## src/rtl/wait_event_ctrl.sv

```systemverilog
// Multi-channel wait-event controller: arms on a command, watches one channel of the
// event bus for an edge (counted N times) or a level, bounded by an optional cycle timeout.
module wait_event_ctrl #(
    parameter int WAIT_SIZE     = 16,
    parameter int WAIT_WIDTH    = 4,
    parameter int TIMEOUT_WIDTH = 32,
    parameter int OCC_WIDTH     = 8
) (
    input  logic                     clk,
    input  logic                     rst,
    input  logic                     i_wait_en,
    input  logic [WAIT_WIDTH-1:0]    i_sel,
    input  logic [1:0]               i_mode,
    input  logic [OCC_WIDTH-1:0]     i_occ,
    input  logic [TIMEOUT_WIDTH-1:0] i_max_timeout,
    input  logic                     i_abort,
    input  logic [WAIT_SIZE-1:0]     i_wait,
    output logic                     o_busy,
    output logic                     o_wait_done,
    output logic                     o_timeout,
    output logic                     o_error,
    output logic [TIMEOUT_WIDTH-1:0] o_elapsed
);

    typedef enum logic {
        S_IDLE = 1'b0,
        S_WAIT = 1'b1
    } state_t;

    localparam logic [WAIT_WIDTH:0]    SIZE_EXT = (WAIT_WIDTH + 1)'(WAIT_SIZE);
    localparam logic [OCC_WIDTH-1:0]   OCC_ONE  = OCC_WIDTH'(1);
    localparam logic [TIMEOUT_WIDTH-1:0] TMO_ONE = TIMEOUT_WIDTH'(1);
    localparam logic [WAIT_SIZE-1:0]   BUS_ONE  = WAIT_SIZE'(1);

    state_t                   state_q, state_d;
    logic [WAIT_WIDTH-1:0]    sel_q, sel_d;
    logic [1:0]               mode_q, mode_d;
    logic [OCC_WIDTH-1:0]     target_q, target_d;
    logic [OCC_WIDTH-1:0]     occ_q, occ_d;
    logic [TIMEOUT_WIDTH-1:0] timeout_q, timeout_d;
    logic [TIMEOUT_WIDTH-1:0] elapsed_q, elapsed_d;
    logic                     busy_q, busy_d;
    logic                     done_q, done_d;
    logic                     tmo_q, tmo_d;
    logic                     err_q, err_d;
    logic [WAIT_SIZE-1:0]     wait_prev_q;

    logic                     sel_ok;
    logic [WAIT_SIZE-1:0]     chan_mask;
    logic                     cur_bit;
    logic                     prev_bit;
    logic                     edge_hit;
    logic                     cond_met;
    logic                     tmo_hit;
    logic [TIMEOUT_WIDTH-1:0] elapsed_inc;

    // Channel extraction by mask keeps the select width independent of the bus width.
    always_comb begin
        sel_ok      = ({1'b0, i_sel} < SIZE_EXT);
        chan_mask   = BUS_ONE << sel_q;
        cur_bit     = |(i_wait & chan_mask);
        prev_bit    = |(wait_prev_q & chan_mask);
        edge_hit    = mode_q[0] ? (~cur_bit & prev_bit) : (cur_bit & ~prev_bit);
        elapsed_inc = elapsed_q + TMO_ONE;
        tmo_hit     = (timeout_q != '0) && (elapsed_inc == timeout_q);
        if (mode_q[1]) begin
            cond_met = mode_q[0] ? ~cur_bit : cur_bit;
        end else begin
            cond_met = edge_hit && ((occ_q + OCC_ONE) == target_q);
        end
    end

    always_comb begin
        state_d   = state_q;
        sel_d     = sel_q;
        mode_d    = mode_q;
        target_d  = target_q;
        occ_d     = occ_q;
        timeout_d = timeout_q;
        elapsed_d = elapsed_q;
        busy_d    = busy_q;
        done_d    = 1'b0;
        tmo_d     = 1'b0;
        err_d     = 1'b0;
        unique case (state_q)
            S_IDLE: begin
                if (i_wait_en) begin
                    if (sel_ok) begin
                        sel_d     = i_sel;
                        mode_d    = i_mode;
                        target_d  = (i_occ == '0) ? OCC_ONE : i_occ;
                        timeout_d = i_max_timeout;
                        occ_d     = '0;
                        elapsed_d = '0;
                        busy_d    = 1'b1;
                        state_d   = S_WAIT;
                    end else begin
                        err_d = 1'b1;
                    end
                end
            end
            S_WAIT: begin
                if (i_abort) begin
                    busy_d  = 1'b0;
                    state_d = S_IDLE;
                end else begin
                    // Elapsed saturates so a disabled timeout never wraps the report.
                    if (elapsed_q != '1) begin
                        elapsed_d = elapsed_inc;
                    end
                    if (cond_met) begin
                        done_d  = 1'b1;
                        busy_d  = 1'b0;
                        state_d = S_IDLE;
                    end else if (tmo_hit) begin
                        tmo_d   = 1'b1;
                        busy_d  = 1'b0;
                        state_d = S_IDLE;
                    end else if (!mode_q[1] && edge_hit) begin
                        occ_d = occ_q + OCC_ONE;
                    end
                end
            end
            default: begin
                busy_d  = 1'b0;
                state_d = S_IDLE;
            end
        endcase
    end

    always_ff @(posedge clk or posedge rst) begin
        if (rst) begin
            state_q     <= S_IDLE;
            sel_q       <= '0;
            mode_q      <= '0;
            target_q    <= '0;
            occ_q       <= '0;
            timeout_q   <= '0;
            elapsed_q   <= '0;
            busy_q      <= 1'b0;
            done_q      <= 1'b0;
            tmo_q       <= 1'b0;
            err_q       <= 1'b0;
            wait_prev_q <= '0;
        end else begin
            state_q     <= state_d;
            sel_q       <= sel_d;
            mode_q      <= mode_d;
            target_q    <= target_d;
            occ_q       <= occ_d;
            timeout_q   <= timeout_d;
            elapsed_q   <= elapsed_d;
            busy_q      <= busy_d;
            done_q      <= done_d;
            tmo_q       <= tmo_d;
            err_q       <= err_d;
            wait_prev_q <= i_wait;
        end
    end

    assign o_busy      = busy_q;
    assign o_wait_done = done_q;
    assign o_timeout   = tmo_q;
    assign o_error     = err_q;
    assign o_elapsed   = elapsed_q;

endmodule
```

## config.mk

```make
export PLATFORM = sky130hd
export DESIGN_NAME = wait_event_ctrl
export DESIGN_NICKNAME = d
export VERILOG_FILES = /design/src/rtl/wait_event_ctrl.sv
export SDC_FILE = /design/constraint.sdc
export NUM_CORES = 1
export LEC_CHECK = 0
export ABC_AREA = 1
export BUFFER_PORTS_ARGS = -buffer_cell sky130_fd_sc_hd__buf_2
export CORE_MARGIN = 2
export CORE_UTILIZATION = 50
export DETAILED_ROUTE_END_ITERATION = 8
export PLACE_DENSITY_LB_ADDON = 0.05
export SLEW_MARGIN = 0
export SYNTH_ARGS = -nofsm -noshare
export SYNTH_HDL_FRONTEND = slang
export SYNTH_SLANG_ARGS = --single-unit
```

## constraint.sdc

```tcl
create_clock -name clk -period 2.81 [get_ports clk]
set_input_delay 0.1405 -clock clk [delete_from_list [all_inputs] [get_ports clk]]
set_output_delay 0.1405 -clock clk [all_outputs]
set_load 0.05 [all_outputs]
```

* Word-level counts from Yosys, hierarchy flattened
Cells that the tools add are included.
** Storage, ports and cells
- Bits in registers :: 106
- Latch bits :: 0
- Memory bits (writable) :: 0
- ROM bits :: 0
- Bits of input ports :: 66
- Output and inout bits :: 36
- Word-level logic and storage cells :: 74
- Memories :: 0
** Operators by class
- Add/subtract/negate cells :: 2
- Multiply operators :: 0
- Div/mod/pow operators :: 0
- $lt $le $gt $ge :: 0
- Equal/unequal tests :: 10
- Shifts and indexed selects :: 1
- Muxes and demuxes :: 31
- Bitwise operators :: 7
- Reductions and logical operators :: 12
** Operator list (count)
- 32-bit two-way mux :: 3
- 32-bit one-hot mux with 2 select lines :: 1
- 8-bit two-way mux :: 6
- 32-bit by 1-bit adder with 32-bit output, second input constant :: 1
- 16-bit bitwise AND :: 2
- 32-bit == test :: 1
- 32-bit != test, second input constant :: 1
- 32-bit nonzero test :: 1
- 16-bit OR reduction :: 2
- 1-bit two-way mux :: 18
- 8-bit one-hot mux with 2 select lines :: 1
- 1-bit by 4-bit left shift with 16-bit output, first input constant :: 1
- 8-bit by 1-bit adder with 8-bit output, second input constant :: 1
- 8-bit == test :: 1
- 8-bit logical NOT :: 1
- 2-bit != test, second input constant :: 4
- 5-bit AND reduction :: 1
- 2-bit by 1-bit != test with 1-bit output, second input constant :: 2
- 4-bit by 2-bit != test with 1-bit output, second input constant :: 1
- 1-bit one-hot mux with 2 select lines :: 2
- 2-bit AND reduction :: 2
- 1-bit logical AND :: 3
- 1-bit inverter :: 3
- 3-bit AND reduction :: 1
- 2 further kinds :: 3

* Longest topological paths before layout
- Word-level depth :: 12
- Gate-level depth with buffers :: 18

* Worst setup path before layout
OpenSTA, ideal clock, no wires.
- Path type :: register -> register
- Start point :: register elapsed_q[0] (netlist: o_elapsed[0])
- End point :: register busy_q (netlist: o_busy)
- Library setup time :: 130 ps
- Data arrival time :: 2376 ps
- Path slack :: 304 ps
- Stages on the path, launching flop included :: 19
- Clock period less this slack :: 2506 ps
- Cells stage by stage :: dfrtp_1 -> ha_1 -> nand2_2 -> nor2_4 -> nand2_4 -> nor2_2 -> nand2_1 -> nand2_1 -> nand2_1 -> nand2_1 -> nand2_1 -> nor2_1 -> nand2_1 -> nor2_1 -> nand3_2 -> nand2_1 -> o21ai_0 -> nand2_1 -> nand2_1
** On the way
- Word-level cells in the longest chain between the ends :: 5
** Ends and longest elaborated chain
- start: declaration :: RTL line 41 : logic [TIMEOUT_WIDTH-1:0] elapsed_q, elapsed_d;
- start signal: assignment :: RTL line 152 : elapsed_q <= elapsed_d;
- 32-bit by 1-bit adder with 32-bit output :: RTL line 64 : elapsed_inc = elapsed_q + TMO_ONE;
- 32-bit == test :: RTL line 65 : tmo_hit = (timeout_q != '0) && (elapsed_inc == timeout_q);
- 1-bit logical AND :: RTL line 65
- 4-bit by 2-bit != test with 1-bit output (no source line)
- 2-bit AND reduction (no source line)
- end signal: assignment :: RTL line 153 : busy_q <= busy_d;
- end: declaration :: RTL line 42 : logic busy_q, busy_d;
Every way passes these cells.
A chain may end at the register's enable or synchronous reset.

* Worst setup path in the final report
- Start point :: register elapsed_q[1] (netlist: o_elapsed[1])
- End point :: register occ_q[4]
** On the way
- Word-level cells in the longest chain between the ends :: 5
** Ends and longest elaborated chain
- 32-bit by 1-bit adder with 32-bit output :: RTL line 64
- 32-bit == test :: RTL line 65
- 1-bit logical AND :: RTL line 65
- 2-bit != test (no source line)
- 5-bit AND reduction (no source line)
- end signal: assignment :: RTL line 137 : occ_q <= '0;
- end signal: assignment :: RTL line 150 : occ_q <= occ_d;
- end: declaration :: RTL line 39 : logic [OCC_WIDTH-1:0] occ_q, occ_d;
Every way passes these cells.

==> summary.md <==
| Metric | Value |
|---|---|
| Outcome | `complete, no violations` |
| Final cell count without fillers | `approximately 1200` |
| Clock transition at path regs | `~0.07 ns` |
| Syn. warnings | `0` |
| Synth area leaders | `dfrtp_1, nand2_1, nand3_1, inv_1, nor2_1` |
| Arrival time at the worst endpoint | `roughly 2.8 ns` |
| Vias in the first global route | `~6100` |
| WL final | `~18000 microns` |
| FF-to-FF End | `occ_q[4]$_DFFE_PP0P_` |
| Initial Utilization | `0.5140` |
| Pre-Repair DR Iteration Count | `4` |
| Slew HR | `0.6037` |
| Iteration-0 DRC Markers | `approximately 400` |
| R2R Setup Slk | `0.28 ns` |
| Share of layout cells above drive strength 1 | `0.1640` |
| Crit path kind | `reg -> reg` |
| Post-synth top cells | `nand2_1, dfrtp_1, inv_1` |
| Initial antenna violation count | `0` |
| Crit Path Max Fanout | `9` |
| Avg Inst Size Synth | `a little over 7 sq um` |
| Worst EP required | `between 3 and 4 ns` |
| Die ar. | `~0.013 sq mm` |
| Worst Setup EP | `occ_q[4]$_DFFE_PP0P_` |
| GRT Overall Usage | `0.2822` |
| Cell count after synthesis | `~870` |
| Asr flop ratio synth | `1.000` |
| Area grow syn2layout | `23.77%` |
| Pins Over Slew Limit | `0` |
| Setup TNS | `0 ns` |
| Most used cell, CP | `nand2_1` |
| Buf/Inv on CP | `0` |
| Peak supply drop | `about 0.62 mV` |
| Ant diodes | `0` |
| Reg2Reg Launch Point | `o_elapsed[1]$_DFFE_PP0P_` |
| CP Depth | `18` |
| Synthesized flop and latch total | `about 110` |
| Clock Latency Late Sink | `between 0.3 and 0.4 ns` |
| CTS tree | `done` |
| Design area | `around 0.0077 sq mm` |
| Power, Total | `5.683 mW` |
| Met3 GRT Util | `0.05008` |
| Vias per cell | `5.308` |
| Final ANT Viol Nets | `0` |
| H-tree levels | `3` |
| Core Box Area | `~0.012 sq mm` |
| Syn Std Cell Area | `0.006200 sq mm` |
| GRT met2 Usage | `0.4807` |
| Top cell type's share of synthesized area | `0.4279` |
| Fin. Hold Viols | `0` |
| R2R depth | `18` |
| Final core occ | `0.6362` |
| CTS Root Cell | `clkbuf_16` |
| # IOs | `between 100 and 150` |
| GRT busiest layer | `met2` |
| Met1 usage | `0.3684` |
| Final min period | `about 2.5 ns` |
| Gpl congestion | `0.9302` |
| Pwr Density | `between 700 and 800 mW/mm^2` |
| Count leader, synth | `nand2_1` |
| HP Class | `in -> reg` |
| Largest area contributor in the netlist | `dfrtp_1` |
| Critical Path Sink Type | `register` |
| Placed Cells | `roughly 1100` |
| Worst Max-Slew Pin Slew | `between 0.5 and 0.6 ns` |
| HPWL Detailed | `between 10000 and 15000 microns` |
| Period utilization | `0.8987` |
| CTS sink count | `106` |
| Final net count | `about 1100` |
| Lkg Pwr | `3.803 nW` |
| Maximum number of pins on one net before global-route repair | `just over 80` |
| Setup violations, final | `0` |
| Port buffer count | `100` |
| Vias after detailed routing | `around 6300` |
| Synth cell types | `35` |
| Max Cap Viol | `0` |
| Die Span X | `between 100 and 150 microns` |
| TritonCTS Buffers | `9` |
| Post-synth EDFFs | `0` |
| CP Cell Sequence | `ha_2 > nand2_2 > nor2_4 > nand2_4 > nor2_2 > nand2_1 > nand2_1 > nand2_1 > nand2_1 > nand2_1 > nor2_1 > nand2_1 > nor2_1 > nand3_2 > nand3_4 > nand2_4 > nand2_1 > nand2_1` |
| Worst Setup SP | `o_elapsed[1]$_DFFE_PP0P_` |
| GRT Residual Overflow | `0` |
| DRC Markers | `0` |
| Post-Syn Nets | `937` |
| RSZ-0062 raised after global routing | `false` |
| Max Freq | `approximately 400 MHz` |
| Top_reg_cell synth | `dfrtp_1` |
| DP Area | `a little under 0.007 sq mm` |
| Drt wl/cell | `roughly 15 microns` |
| First-pass GRT wire length | `about 30000 microns` |
| Longest Clk Path Bufs | `2` |
| Max stage delay on crit path | `around 0.40 ns` |
| Top Family by Delay on Critical Path | `simple AND/OR/NAND/NOR gates` |
| Row count | `40` |
| CP Launch Type | `register` |
| Slowest cell on the critical path | `dfrtp_1` |
| Post-synthesis sequential area ratio | `0.4279` |
| Worst Skew | `0.005006 ns` |
| Die height | `between 100 and 150 microns` |
-- metal layers --
metal / up-vias / routed length [microns]
met5: - / 0
met4: 0 / 312
met3: 25 / 893
met2: 196 / 8621
met1: 2980 / 7966
li1: 3094 / -
-- area by class of cell --
class,count,area [sq um]
clock buffers,9,225.2
multi-input cells,648,3090
repair buffers,157,1069
fillers,1093,4388
inverters,92,349.1
well taps,168,210.2
flip-flops and latches,106,2655
clock inverters,6,75.07
-- registers in the layout, summed over array words and instances, names as in the netlist --
| signal | cells |
|---|---|
| occ_q | 8 |
| o_timeout | 1 |
| state_q | 1 |
| timeout_q | 32 |
| o_elapsed | 32 |
| o_busy | 1 |
| wait_prev_q | 16 |
| target_q | 8 |
| o_wait_done | 1 |
| mode_q | 2 |
| sel_q | 4 |
-- worst min-delay path by stage --
| stage | start | end | slack, ns | cells after the start |
|---|---|---|---|---|
| after global routing | i_max_timeout[15] | timeout_q[15]$_DFFE_PP0P_ | 0.01 | 3 |
| after detailed placement | rst | o_elapsed[6]$_DFFE_PP0P_ | 0.23 | 2 |
| after global placement | rst | timeout_q[7]$_DFFE_PP0P_ | 0.22 | 2 |
| after CTS | i_max_timeout[15] | timeout_q[15]$_DFFE_PP0P_ | 0.001 | 3 |
| after floorplan | i_wait[0] | wait_prev_q[0]$_DFF_PP0_ | 0.17 | 0 |
| final | i_max_timeout[15] | timeout_q[15]$_DFFE_PP0P_ | 0.008 | 3 |
-- through the flow --
step / setup slack [ns] / hold slack [ns]
6_report: 0.2848 / 0.007982
5_1_grt: 0.009943 / 0.01440
4_1_cts: 0.2052 / 0.001079
3_5_place_dp: 0.2228 / 0.2329
3_3_place_gp: 0.3107 / 0.2203
2_1_floorplan: 0.3044 / 0.1719
-- timing repair --
action / in CTS / in global routing
resized for setup: 0 / 4
setup endpoints to repair: 0 / 9
buffers inserted: 0 / 0
hold buffers: 46 / 0
endpoints found under the hold margin: 70 / 0
-- cell usage in the layout, fill, tap and decap left out, drive strengths merged, types with 3 or more instances in the layout --
master / instances
nand3b: 7
o22ai: 27
o21ai: 44
dfrtp: 106
inv: 92
a21oi: 5
nand3: 88
xnor2: 3
and2: 3
nor2: 98
nand2: 315
buf: 111
clkbuf: 9
nor3: 5
xor2: 11
clkinv: 3
dlygate4sd3: 46
nand4: 34
xnor3: 3
-- kinds of logic after synthesis --
group,Yosys count,synth area share
AND/OR/NAND/NOR,552,0.3946
buffers and inverters,115,0.07487
flip-flops,106,0.4279
AO/OA/AOI/OAI,76,0.06740
XOR/XNOR,17,0.03068
adder cells (fa/ha/maj),2,0.004036
other,1,0.0006049
-- where the power goes --
part / total [mW] / switching, mW / internal (mW)
Sequential: 2.29 / 0.391 / 1.90
Combinational: 2.07 / 1.34 / 0.732
Clock: 1.32 / 0.617 / 0.700
-- worst register-to-register path, delay by kind of cell, from the launching register on --
kind	cells	cell delay [ns]
simple gates	17	1.79
flops	1	0.40
fa+ha+maj	1	0.23
Power figures use the tool's default switching activity.
